==> src/rtl/add_seq_ctrl.sv <==
// Nibble-serial adder: one shared 4-bit slice, registered carry between nibbles.
// Define ADD_SEQ_SUB_EN to add the sub port (A-B via inverted B and carry-in of 1).

module full_add (
    input  logic a,
    input  logic b,
    input  logic ci,
    output logic s,
    output logic co
);
    assign s  = a ^ b ^ ci;
    assign co = (a & b) | (ci & (a ^ b));
endmodule

module add_seq_ctrl #(
    parameter int WIDTH = 16
) (
    input  logic             clk,
    input  logic             rst,
    input  logic             start,
    input  logic [WIDTH-1:0] a,
    input  logic [WIDTH-1:0] b,
`ifdef ADD_SEQ_SUB_EN
    input  logic             sub,
`endif
    output logic             busy,
    output logic             done,
    output logic [WIDTH:0]   sum
);
    localparam int NIB = WIDTH / 4;
    localparam int IW  = (NIB > 1) ? $clog2(NIB) : 1;

    typedef enum logic [1:0] {IDLE, RUN, DONE} state_t;
    state_t state, state_nx;

    logic [WIDTH-1:0] a_q, b_q, b_eff, acc, acc_nx, a_sh, b_sh;
    logic             carry, cin0, last, accept;
    logic [IW-1:0]    idx;
    logic [3:0]       sa, sb, ss;
    logic [4:0]       c;

`ifdef ADD_SEQ_SUB_EN
    logic sub_q;
    assign b_eff = sub_q ? ~b_q : b_q;
    assign cin0  = sub;
`else
    assign b_eff = b_q;
    assign cin0  = 1'b0;
`endif

    assign accept = (state == IDLE || state == DONE) && start;
    assign last   = (idx == IW'(NIB - 1));

    // Select the active nibble by shifting rather than a variable part-select.
    assign a_sh = a_q >> {idx, 2'b00};
    assign b_sh = b_eff >> {idx, 2'b00};
    assign sa   = a_sh[3:0];
    assign sb   = b_sh[3:0];
    assign c[0] = carry;

    for (genvar g = 0; g < 4; g++) begin : g_slice
        full_add u_fa (
            .a  (sa[g]),
            .b  (sb[g]),
            .ci (c[g]),
            .s  (ss[g]),
            .co (c[g+1])
        );
    end

    always_comb begin
        acc_nx = acc;
        acc_nx[{idx, 2'b00} +: 4] = ss;
    end

    always_ff @(posedge clk) begin
        if (rst) state <= IDLE;
        else     state <= state_nx;
    end

    always_comb begin
        state_nx = state;
        busy     = 1'b0;
        done     = 1'b0;
        case (state)
            IDLE: if (start) state_nx = RUN;
            RUN: begin
                busy = 1'b1;
                if (last) state_nx = DONE;
            end
            DONE: begin
                done     = 1'b1;
                state_nx = start ? RUN : IDLE;
            end
            default: state_nx = IDLE;
        endcase
    end

    always_ff @(posedge clk) begin
        if (rst) begin
            a_q   <= '0;
            b_q   <= '0;
            acc   <= '0;
            carry <= 1'b0;
            idx   <= '0;
            sum   <= '0;
`ifdef ADD_SEQ_SUB_EN
            sub_q <= 1'b0;
`endif
        end else if (accept) begin
            a_q   <= a;
            b_q   <= b;
            idx   <= '0;
            carry <= cin0;
`ifdef ADD_SEQ_SUB_EN
            sub_q <= sub;
`endif
        end else if (state == RUN) begin
            acc   <= acc_nx;
            carry <= c[4];
            idx   <= idx + 1'b1;
            // Top nibble comes straight from the slice, not from acc.
            if (last) sum <= {c[4], acc_nx};
        end
    end
endmodule

==> config.mk <==
export PLATFORM = sky130hd
export DESIGN_NAME = add_seq_ctrl
export DESIGN_NICKNAME = d
export VERILOG_FILES = /design/src/rtl/add_seq_ctrl.sv
export SDC_FILE = /design/constraint.sdc
export NUM_CORES = 1
export LEC_CHECK = 0
export BUFFER_PORTS_ARGS = -buffer_cell sky130_fd_sc_hd__buf_2
export CELL_PAD_IN_SITES_DETAIL_PLACEMENT = 1
export CELL_PAD_IN_SITES_GLOBAL_PLACEMENT = 1
export CORE_MARGIN = 5
export CORE_UTILIZATION = 39
export CTS_CLUSTER_DIAMETER = 100
export DETAILED_ROUTE_END_ITERATION = 6
export HOLD_SLACK_MARGIN = 0.08
export PLACE_DENSITY_LB_ADDON = 0.1
export SKIP_LAST_GASP = 1
export SLEW_MARGIN = 20
export SYNTH_ARGS = -nofsm -noshare
export SYNTH_HDL_FRONTEND = slang
export SYNTH_SLANG_ARGS = --single-unit
==> constraint.sdc <==
create_clock -name clk -period 3.3 [get_ports clk]
set_clock_uncertainty 0.1 [all_clocks]
set_input_delay 0.66 -clock clk [delete_from_list [all_inputs] [get_ports clk]]
set_output_delay 0.66 -clock clk [all_outputs]
set_load 0.05 [all_outputs]
==> results by group <==
Run
  – Max_cap viols: 0

Timing
  – Slew HR: 0.536
  – Final setup viols: 0
  – Worst-Margin Slew: 696 ps
  – Fmax: 0.323 GHz
  – Tcrit/Tclk final: 0.940
  – Fin crit period: slightly above 3000 ps
  – Fin. Hold Viols: 0
  – Slew Limit Fails: 0
  – RSZ-0062 raised after global routing: false
  – Setup TNS: 0 ps

Clock tree
  – CTS Buffer Depth: 2
  – H-tree depth: 3
  – Num CTS Buffers: 9
  – Clock Latency Late Sink: 350 ps
  – Hold-fix buffers, CTS: 0
  – Clk sinks: 70
  – CTS tree: done
  – Reg clk slew, reported paths: ~70 ps
  – Post-CTS Setup Bufs: 0
  – Clk root buf: clkbuf_8

Synthesis
  – Ys flop type: dfxtp_1
  – FF+latch count, synth: 70
  – Synth Cell Area: 0.00326 mm²
  – Netlist cell types: 29
  – Post-synthesis average cell area: ~9.7 µm²
  – Post-synth EDFFs: 0
  – Sequential element share of the synthesized area: 0.429
  – Cell count after synthesis: 338
  – Yosys Warn Count: 0
  – Post-synth ARST share: 0
  – Synth Net Count: ~380

Routing
  – Antenna Nets Post-Route: 0
  – Avg WL per Cell: around 16 µm
  – DRC Markers: 0
  – Initial DRC Count: 26
  – Total wire length: between 7 and 8 mm
  – Vias: ~2,600
  – TritonRoute pass-1 iters: 4
  – Vias per std cell: 5.17

Floorplanning
  – Die W: between 100 and 150 µm
  – Height of the die: approximately 100 µm
  – IO Count: 54
  – Die Footprint: slightly above 0.01 mm²
  – Initial core utilization: 0.399
  – Core area: between 0.008 and 0.009 mm²
  – # rows: 33

Worst hold path
  – Hold crit path type: flop to flop

Power
  – Pwr per Cell Area: about 500 mW/mm²
  – Max IR drop VDD: 0.176 mV
  – Leak: around 1.6 nW

Setup path
  – Crit-path cells: mux4_2, inv_1, fa_1, inv_1, fa_1, inv_1, fa_1, inv_1, fa_1, and2b_2, a221oi_4, nor3_2
  – Setup crit end kind: flop
  – CP max stage delay: roughly 480 ps
  – Critical-path top delay cell: mux4_2
  – Worst setup SP type: flop
  – WS Path Type: flop to flop
  – CP required: 3420 ps
  – CP max FO: 6
  – Critical Path AT: ~3200 ps

Layout
  – Most common cell after layout, fill and taps aside: dfxtp_1
  – Number of antenna diodes: 0
  – Layout cells sized above 1: 0.313
  – Area grow syn2layout: 16.6%
  – Final Non-Filler Cells: between 400 and 500
  – Layout Nets: 430
  – Final core utilization: 0.465
  – Final instance area: 0.00380 mm²
  – Most frequent cells in the layout: 69 x dfxtp_1, 65 x nand2_1, 53 x buf_2, 35 x nor2_1, 33 x a21oi_1

Placement
  – Dpl cells: about 480
  – GPL Wtd Cong: 0.717
  – PortBufs: 53
  – Placed Area: around 0.0035 mm²
  – DPL Wire Length: 5.38 mm

Global route
  – Initial antenna violation count: 0
  – Number of global-route vias before repair: 2,669
  – GRT Total Usage: 0.160
  – Largest net degree at the start of global routing: ~70
  – Global-route wire length before repair: between 10 and 15 mm
  – GRT overflow: 0

Status
  – Status: finished, final reports clean
==> cells by family (layout without fill, tap and decap cells) <==
kind of cell	after synthesis	in the layout	synth area share
AOI/OAI and AO/OA	66	66	0.162
xor gates and xnor gates	1	1	0.00268
adders and majority gates	10	10	0.0475
buffers and inverters	44	96	0.0824
DFF	70	70	0.429
muxes	10	10	0.0613
and+or+nand+nor	137	137	0.214
==> worst max-delay path: cells and delay by family (launching register included) <==
family                   cells  cell delay, ps
buffers and inverters        4             260
flip-flops                   1             380
adder cells (fa/ha/maj)      4            1120
AO/OA/AOI/OAI                1             280
multiplexers                 1             480
AND/OR/NAND/NOR              2             350
==> registers in the layout (all words and copies together) (netlist names) <==
name,count
sum,17
idx,2
a_q,16
carry,1
state,2
b_eff,16
acc,16
==> final cells by class <==
type                            instances  area, µm²
Fill cell                             962       4370
Multi-Input combinational cell        224       1610
Sequential cell                        70       1410
Timing Repair Buffer                   64        360
Clock buffer                           13        169
Tap cell                              105        131
Clock inverter                          3       65.1
Inverter                               16       60.1
==> per-stage QoR <==
stage               total power [mW]  hold slack, ps  setup slack [ps]
floorplan                       1.06             333              1.83
global placement                1.11             343               118
detailed placement              1.12             348              52.7
CTS                             1.92             358              27.2
global route                    1.98             377              4.90
finish                          1.90             355               199
==> final timing paths <==
kind                                             from                     to  slack, ps  cells past startpoint
worst max-delay path              idx[0]$_SDFFE_PP0P_   sum[11]$_SDFFE_PP0P_        200                     12
worst min-delay path            b_eff[5]$_SDFFE_PP0P_  b_eff[5]$_SDFFE_PP0P_        360                      2
worst min register to register  b_eff[5]$_SDFFE_PP0P_  b_eff[5]$_SDFFE_PP0P_        360                      2
worst max register to register    idx[0]$_SDFFE_PP0P_   sum[11]$_SDFFE_PP0P_        200                     12
==> power breakdown <==
part | total [mW] | leakage, nW | internal, mW | switching (mW)
Clock | 0.803 | 0.120 | 0.487 | 0.316
Sequential | 0.893 | 0.570 | 0.873 | 0.0198
Combinational | 0.200 | 0.934 | 0.0784 | 0.122
Total | 1.90 | 1.62 | 1.44 | 0.457
==> metal layers <==
metal  up-vias  part of all wire  track usage
li1       1268                 -            -
met1      1237              0.47        0.208
met2        45              0.48        0.261
met3        11             0.038       0.0393
met4         0             0.015       0.0491
met5         -                 0            0
==> timing repair <==
item                                    4_1_cts  5_1_grt
resized for setup                             0        5
hold endpoints to repair                      0        0
endpoints found under the setup margin        0        4
==> synth_stat cells, types with 5 or more instances <==
cell	n	area (µm²)
a21oi_1	33	165
a221oi_2	12	180
a32oi_1	16	140
buf_2	5	25.0
buf_4	6	45.0
buf_6	10	113
clkbuf_1	7	26.3
dfxtp_1	70	1400
ha_1	6	75.1
inv_1	16	60.1
mux4_2	8	180
nand2_1	65	244
nor2_1	35	131
nor3_2	16	160
Note: power is estimated with default switching activity, not from simulation.
